<file path="config.mk">
export PLATFORM = sky130hd
export DESIGN_NAME = game_controller
export DESIGN_NICKNAME = d
export VERILOG_FILES = /design/src/rtl/game_controller_pkg.sv /design/src/rtl/game_controller_timer.sv /design/src/rtl/game_controller.sv
export SDC_FILE = /design/constraint.sdc
export NUM_CORES = 1
export LEC_CHECK = 0
export ABC_CLOCK_PERIOD_IN_PS = 2140
export CAP_MARGIN = 20
export CELL_PAD_IN_SITES_DETAIL_PLACEMENT = 0
export CELL_PAD_IN_SITES_GLOBAL_PLACEMENT = 1
export CORE_MARGIN = 10
export CORE_UTILIZATION = 38
export CTS_CLUSTER_DIAMETER = 40
export DETAILED_ROUTE_END_ITERATION = 12
export MAX_ROUTING_LAYER = met4
export PLACE_DENSITY_LB_ADDON = 0.1
export RECOVER_POWER = 25
export SLEW_MARGIN = 5
export SYNTH_ARGS = -nofsm -noshare
export SYNTH_HDL_FRONTEND = slang
export SYNTH_SLANG_ARGS = --single-unit
</file>
<file path="constraint.sdc">
create_clock -name clk -period 2.14 [get_ports clk]
set_input_delay 0.428 -clock clk [delete_from_list [all_inputs] [get_ports clk]]
set_output_delay 0.428 -clock clk [all_outputs]
set_load 0.1 [all_outputs]
</file>
<file path="src/rtl/game_controller_pkg.sv">
// Shared definitions for the frog game: state encodings, playfield geometry
// and a small saturating-increment helper.
package game_controller_pkg;

  typedef enum logic [2:0] {
    ST_IDLE = 3'd0,
    ST_PLAY = 3'd1,
    ST_HIT  = 3'd2,
    ST_WIN  = 3'd3,
    ST_OVER = 3'd4
  } state_e;

  localparam int unsigned CELL         = 32;
  localparam int unsigned FROG_START_X = 320;
  localparam int unsigned FROG_START_Y = 448;
  localparam int unsigned GOAL_Y_DEF   = 0;
  localparam int unsigned SCREEN_W     = 640;
  localparam int unsigned SCREEN_H     = 480;

  // Wide enough for a 1 s freeze at 25 MHz.
  localparam int unsigned TIMER_W = 25;

  // Increment that sticks at lim instead of wrapping.
  function automatic int unsigned sat_inc(input int unsigned v, input int unsigned lim);
    return (v >= lim) ? v : v + 1;
  endfunction

endpackage

</file>
<file path="src/rtl/game_controller_timer.sv">
// Freeze timer: loads a count, decrements to zero and holds there.
module game_controller_timer
  import game_controller_pkg::*;
#(
  parameter int unsigned W = TIMER_W
) (
  input  logic         clk,
  input  logic         rst_n,
  input  logic         load_i,
  input  logic [W-1:0] load_val_i,
  output logic         expired_o
);

  logic [W-1:0] count_q;

  // Load has priority; otherwise count down until zero.
  always_ff @(posedge clk or negedge rst_n) begin
    if (!rst_n) begin
      count_q <= '0;
    end else if (load_i) begin
      count_q <= load_val_i;
    end else if (count_q != '0) begin
      count_q <= count_q - 1'b1;
    end
  end

  assign expired_o = (count_q == '0);

endmodule

</file>
<file path="src/rtl/game_controller.sv">
// Game sequencer: gates frog movement, pulses the frog reset on every
// (re)entry to play, and keeps lives, level and score.
module game_controller
  import game_controller_pkg::*;
#(
  parameter int unsigned LIVES_INIT = 3,
  parameter int unsigned HIT_CYCLES = 25000000,
  parameter int unsigned WIN_CYCLES = 12500000,
  parameter int unsigned GOAL_Y     = GOAL_Y_DEF,
  parameter int unsigned MAX_LEVEL  = 15
) (
  input  logic       clk,
  input  logic       reset_n,
  input  logic       start,
  input  logic       collision,
  input  logic [9:0] frog_y,
  output logic       frog_reset,
  output logic       move_enable,
  output logic [1:0] lives,
  output logic [3:0] level,
  output logic [7:0] score,
  output logic [2:0] game_state
);

  state_e       state_q, state_d;
  logic [1:0]   lives_q, lives_d;
  logic [3:0]   level_q, level_d;
  logic [7:0]   score_q, score_d;
  logic         frog_reset_q, frog_reset_d;
  logic         move_enable_q, move_enable_d;
  logic         start_prev_q;
  logic         start_edge;
  logic         tmr_load;
  logic [TIMER_W-1:0] tmr_val;
  logic         tmr_expired;

  assign start_edge = start & ~start_prev_q;

  game_controller_timer #(.W(TIMER_W)) u_timer (
    .clk        (clk),
    .rst_n      (reset_n),
    .load_i     (tmr_load),
    .load_val_i (tmr_val),
    .expired_o  (tmr_expired)
  );

  // State and registered outputs.
  always_ff @(posedge clk or negedge reset_n) begin
    if (!reset_n) begin
      state_q       <= ST_IDLE;
      lives_q       <= 2'(LIVES_INIT);
      level_q       <= '0;
      score_q       <= '0;
      frog_reset_q  <= 1'b0;
      move_enable_q <= 1'b0;
      // Held at 1 so a start switch already high when reset releases is
      // not mistaken for a fresh press; it follows start from the first clock.
      start_prev_q  <= 1'b1;
    end else begin
      state_q       <= state_d;
      lives_q       <= lives_d;
      level_q       <= level_d;
      score_q       <= score_d;
      frog_reset_q  <= frog_reset_d;
      move_enable_q <= move_enable_d;
      start_prev_q  <= start;
    end
  end

  // Next-state, counters and timer control.
  always_comb begin
    state_d       = state_q;
    lives_d       = lives_q;
    level_d       = level_q;
    score_d       = score_q;
    frog_reset_d  = 1'b0;
    move_enable_d = 1'b0;
    tmr_load      = 1'b0;
    tmr_val       = '0;
    unique case (state_q)
      ST_IDLE, ST_OVER: begin
        if (start_edge) begin
          state_d       = ST_PLAY;
          lives_d       = 2'(LIVES_INIT);
          level_d       = '0;
          score_d       = '0;
          frog_reset_d  = 1'b1;
          move_enable_d = 1'b1;
        end
      end
      ST_PLAY: begin
        move_enable_d = 1'b1;
        // Frog position is still settling while its reset pulse is high.
        if (!frog_reset_q) begin
          if (collision) begin
            state_d       = ST_HIT;
            lives_d       = lives_q - 2'd1;
            tmr_load      = 1'b1;
            tmr_val       = TIMER_W'(HIT_CYCLES - 1);
            move_enable_d = 1'b0;
          end else if (frog_y == 10'(GOAL_Y)) begin
            state_d       = ST_WIN;
            tmr_load      = 1'b1;
            tmr_val       = TIMER_W'(WIN_CYCLES - 1);
            move_enable_d = 1'b0;
            score_d       = 8'(sat_inc(32'(score_q), 255));
            level_d       = 4'(sat_inc(32'(level_q), MAX_LEVEL));
          end
        end
      end
      ST_HIT: begin
        if (tmr_expired) begin
          if (lives_q == 2'd0) begin
            state_d = ST_OVER;
          end else begin
            state_d       = ST_PLAY;
            frog_reset_d  = 1'b1;
            move_enable_d = 1'b1;
          end
        end
      end
      ST_WIN: begin
        if (tmr_expired) begin
          state_d       = ST_PLAY;
          frog_reset_d  = 1'b1;
          move_enable_d = 1'b1;
        end
      end
      default: state_d = ST_IDLE;
    endcase
  end

  assign frog_reset  = frog_reset_q;
  assign move_enable = move_enable_q;
  assign lives       = lives_q;
  assign level       = level_q;
  assign score       = score_q;
  assign game_state  = state_q;

endmodule

</file>
Yosys cells after proc, flatten, opt, wreduce, memory -nomap -nowiden --
Cells that the tools add are included.
Cells by class: equal/unequal tests 14, $lt $le $gt $ge 2, bitwise logic cells 2, reduce and logical (&&, ||, !) cells 12, $add $sub $neg 4, muxes and demuxes 43
Operators with widths (count):
- two-way mux 25 bit | 5
- two-way mux 8 bit | 5
- logical NOT 25 bit | 1
- nonzero test 25 bit | 1
- subtractor 25 x 1 -> 25 bit (second input constant) | 1
- two-way mux 24 bit | 1
- two-way mux 3 bit | 7
- two-way mux 4 bit | 5
- != test 2 bit (second input constant) | 9
- one-hot mux 8 bit (2 select lines) | 1
- one-hot mux 3 bit (4 select lines) | 1
- AND reduction 6 bit | 2
- two-way mux 1 bit | 11
- logical NOT 10 bit | 1
- adder 8 x 1 -> 8 bit (second input constant) | 1
- greater-or-equal comparator 8 bit (second input constant) | 1
- one-hot mux 4 bit (2 select lines) | 1
- == test 3 x 2 -> 1 bit (second input constant) | 2
- two-way mux 2 bit | 3
- AND reduction 5 bit | 1
- adder 4 x 1 -> 4 bit (second input constant) | 1
- greater-or-equal comparator 4 bit (second input constant) | 1
- one-hot mux 1 bit (4 select lines) | 1
- one-hot mux 2 bit (2 select lines) | 1
- other kinds (12) | 13
Word-level totals: word-level logic and storage cells 85, register bits after elaboration 45

Longest topological paths before layout --
word-level depth 6, gate-level depth with buffers 8, gate-level depth less buffers 7

Cells and area by module --
Synthesis repeated with hierarchy kept, for this count alone.
Second synthesis, totals: cells, all modules 288, area total of the unflattened synthesis 2675.1 µm²
By module, submodules not included:
- game_controller_timer | cells an instance 150, times used 1, area an instance 1417.6 µm², sequential area each 625.6 µm²
- game_controller | cells an instance 138, times used 1, area an instance 1257.5 µm², sequential area each 504.2 µm²

Least setup slack after synthesis --
Ideal clock, no wire load.
path type reg-to-reg, from register state_q[0], in the netlist game_state[0], to register score_q[7], in the netlist score[7], path slack -364 ps, path buffers 1, period minus slack after synthesis 2504 ps, arrival time 2422 ps, stages on the path, launching flop included 7, cells stage by stage dfrtp_1 > or4b_1 > buf_6 > nand2_4 > nand3_4 > or4_1 > a21oi_1
On the way: cells in the longest elaborated chain, start to end 4, elaborated cells between the ends (all ways) 12, those cells by class eq/ne: 7; mux: 1; reduce/logical: 4
RTL lines:
- start: declaration | line game_controller.sv:25 | state_e state_q, state_d;
- start signal: assignment | line game_controller.sv:60 | state_q <= state_d;
- == test 3 bit or logical NOT 3 bit (tied branches) | line game_controller.sv:80 | unique case (state_q)
- OR reduction 2 bit | line game_controller.sv:80
- != test 2 bit (no line) or nonzero test 2 bit (tied branches)
- AND reduction 6 bit (no line)
- end signal: assignment | line game_controller.sv:63 | score_q <= score_d;
- end: declaration | line game_controller.sv:28 | logic [7:0] score_q, score_d;
Parallel ways exist; a longest one is shown, timed or not. A chain may end at the register's enable or synchronous reset.

Worst setup path after layout --
from register u_timer.count_q[1], to register u_timer.count_q[22]
On the way: cells in the longest elaborated chain, start to end 3, elaborated cells between the ends (all ways) 5, those cells by class add/sub: 1; mux: 2; reduce/logical: 2
RTL lines:
- start: declaration | line game_controller_timer.sv:14 | logic [W-1:0] count_q;
- start signal: assignment | line game_controller_timer.sv:21 | count_q <= load_val_i;
- start signal: assignment | line game_controller_timer.sv:23 | count_q <= count_q - 1'b1;
- subtractor 25 x 1 -> 25 bit | line game_controller_timer.sv:23
- two-way mux 25 bit | line game_controller_timer.sv:22 | end else if (count_q != '0) begin
- two-way mux 25 bit | line game_controller_timer.sv:20 | end else if (load_i) begin
Parallel ways exist; a longest one is shown, timed or not. The select of a mux whose other input is x is not followed.

==> impl_results.md <==
* Routed WL per cell at 16.4 um
* Grt ovf at 0
* Worst-Margin Slew at 1170 ps
* HP Class: in -> async
* Crit-path max cell delay at 490 ps
* Starting DRT DRC Count at 79
* Syn Area/Cell at 9.46 um2
* Initial antenna violation count at 0
* Worst slew margin at 21.7%
* Hold_buf cts at 0
* Total power at 2870 uW
* Net count, final at 353
* Top_reg_cell synth: dfrtp_1
* #FFs+latches synth at 45
* DRT Wirelength at 6770 um
* Outcome: finished with violations
* TritonCTS Sinks at 45
* Power per cell area at 860 nW/um2
* Post-Layout Inst Area at 3340 um2
* Yosys warning count at 0
* Slew Viols, Final at 0
* Routed vias at 2,299
* Die area at 10,300 um2
* Clock Path Buffers at 2
* Worst skew pair latency at 300 ps
* H-tree depth at 2
* Die height at 101 um
* Post-Syn Instances at 266
* TritonCTS clock tree: built
* Post-synth net total at 284
* Fmax at 0.465 GHz
* Drt pass-1 iters at 4
* Port Buffer Count at 32
* Delay-heaviest family, CP: simple AND/OR/NAND/NOR gates
* Critical path cell sequence: inv_2 -> ha_4 -> or4b_4 -> buf_6 -> or4_4 -> o41ai_2 -> a21oi_1
* Fin crit share at 100%
* Layout fillers at 597
* CP Max Fanout at 3
* WP data arrival at 2330 ps
* Critical path class: reg -> reg
* DPL Wire Length at 5080 um
* Initial Util at 39.4%
* Final hold vios at 0
* Drt drc at 0
* Count of different cell masters after synthesis at 54
* Die X at 101 um
* RSZ-0062 raised after global routing: yes
* R2R Path Start: u_timer.count_q[1]
* Antenna-violating nets left at 0
* Failing checks: setup timing
* Root buf cell: clkbuf_8
* R2R depth at 7
* Placed cells at 403
* Layout area overhead at 32.6%
* Row count at 29
* Finished Layout Cells at 413
* CP endpoint kind: register
* Clock Pin Slew Worst Setup and Hold Paths at 90 ps
* Total CTS buffers at 5
* Final setup violation count at 1
* Post-Syn Area at 2520 um2
* Max IR drop VDD at 0.604 mV
* Core area at 6390 um2
* FFs w/ async S/R, synth at 100%
* Share of cells above drive strength 1 at 28.0%
* Setup WS post-layout at -9.70 ps
* Setup WS pre-CTS at -145 ps
* First-pass GRT wire length at 11,800 um
* Critical path data required time at 2320 ps
* Slowest-stage cell, CP: or4b_4
* Startpoint Class: register
* Leak pwr at 0.00135 uW
* Vias in the first global route at 2,358
* EDFF count, synth at 0
* Worst Clk Skew at 5.84 ps
* Ant. Diodes at 0
* Routability Congestion at 0.807
* Stages on the worst setup path at 7
* CP bufs+invs at 2
* Max_cap viols at 0
* Pin count of the biggest net entering global routing at 25
* Fin crit period at 2150 ps
* Area after DPL at 3180 um2
* Total GRT Usage at 14.6%
* Vias per cell at 5.57
* CP startpoint: u_timer.count_q[1]
* Sequential-to-total area share from yosys stat at 44.9%
* IO Pins at 33
-- kinds of logic (layout without fill, tap and decap cells) --
logic type	after synthesis	count (layout)	share of synthesized area, %
adders and majority gates	4	4	1.99
buffers and inverters	18	88	3.03
muxes	2	2	0.845
AOI/OAI and AO/OA	70	70	17.1
DFF	45	45	44.9
and+or+nand+nor	117	117	28.6
xor gates and xnor gates	10	10	3.48
-- synthesized netlist by cell type (3+ instances only) --
library cell  instances  share of area, %
dfrtp_1              42                42
o21ai_1               8               1.6
or3_1                 6               1.5
xor2_1                3               1.0
nand2_1              17               2.5
nand2b_1              3              0.75
nor4_2                3               1.5
and2_1                4              0.99
xnor2_1               7               2.4
or4_1                 6               1.8
ha_1                  4               2.0
dfstp_2               3               3.1
clkbuf_1              8               1.2
nand4_1               4              0.99
a31oi_1               7               1.7
and4_1                5               1.7
nor3_1                9               1.8
o31ai_1               6               1.8
nor4_1                6               1.5
a211oi_1              3              0.90
a21oi_1              20               4.0
nand3_1               9               1.8
and3_1                6               1.5
a21o_1                3              0.90
nor2_1               21               3.1
inv_1                 8               1.2
or4b_1                3               1.2
o21ai_0              14               2.8
-- worst register-to-register path, cell delays in order, from the launching register on --
cell	delay (ps)
dfrtp_1	410
inv_2	80
ha_4	120
or4b_4	490
buf_6	140
or4_4	430
o41ai_2	290
a21oi_1	70
-- layout make-up --
class	count	area, um2	share of cell area [%]
Multi-Input combinational cell	203	1380	41.3
Clock buffer	8	80.1	2.40
Inverter	8	30.0	0.900
Sequential cell	45	1140	34.2
Tap cell	77	96.3	2.89
Timing Repair Buffer	72	609	18.3
-- worst paths after layout --
check / to / slack (ps)
max in group asynchronous: game_state[1] / 510
worst max register to register: u_timer.count_q[22] / -10
worst min register to register: score[6] / 540
worst max-delay path: u_timer.count_q[22] / -10
min in group clk: score[6] / 540
worst min-delay path: level[1] / 340
-- report_power, final --
| part | switching [uW] | internal (uW) | leakage [uW] | total (uW) |
|---|---|---|---|---|
| clock | 295 | 233 | 0.0000395 | 528 |
| combinational | 699 | 438 | 0.000781 | 1140 |
| sequential | 193 | 1010 | 0.000530 | 1210 |
-- routing by layer --
metal / track usage [%] / routed length (um)
met4: 3.54 / 60
met1: 19.7 / 3350
met5: - / 0
met2: 21.4 / 3130
met3: 3.27 / 229
-- state kept, by name, summed over array words and instances, names as in the netlist --
name,count
frog_reset,1
level,4
start_prev_q,1
game_state,3
lives,2
move_enable,1
score,8
u_timer.count_q,25
-- layout by cell type (no fill, tap or decap), types with 3 or more instances in the layout --
cell type        count
o21ai_0             14
or3_1                6
clkbuf_8             5
nand2_1             16
nor4_2               5
nand2b_1             3
nor2_1              20
a21o_1               3
o21ai_1              8
dfstp_2              3
xnor2_1              7
and4_1               5
o31ai_1              6
xor2_1               3
clkdlybuf4s50_1     11
nor3_1               8
and3_1               6
buf_12               3
nand4_1              4
dfrtp_1             38
ha_1                 3
a21oi_1             20
and2_1               4
or4_1                6
inv_1                6
nor4_1               4
dfrtp_4              3
buf_4               53
a31oi_1              7
nand3_1              8
clkbuf_1             4
-- timing repair --
action / CTS / global route
gates resized for setup: 8 / 9
hold endpoints to repair: 0 / 0
endpoints found under the setup margin: 15 / 28
pin swaps: 4 / 3
buffers inserted: 2 / 0
-- metrics by stage --
stage | hold WS (ps) | setup TNS (ps) | utilization, %
5_1_grt | 461 | -876 | 52.2
3_5_place_dp | 443 | -1510 | 49.8
2_1_floorplan | 132 | 0 | -
3_3_place_gp | 434 | -1450 | 49.8
6_report | 337 | -9.70 | 52.2
4_1_cts | 119 | -115 | 51.8
Power figures use the tool's default switching activity.
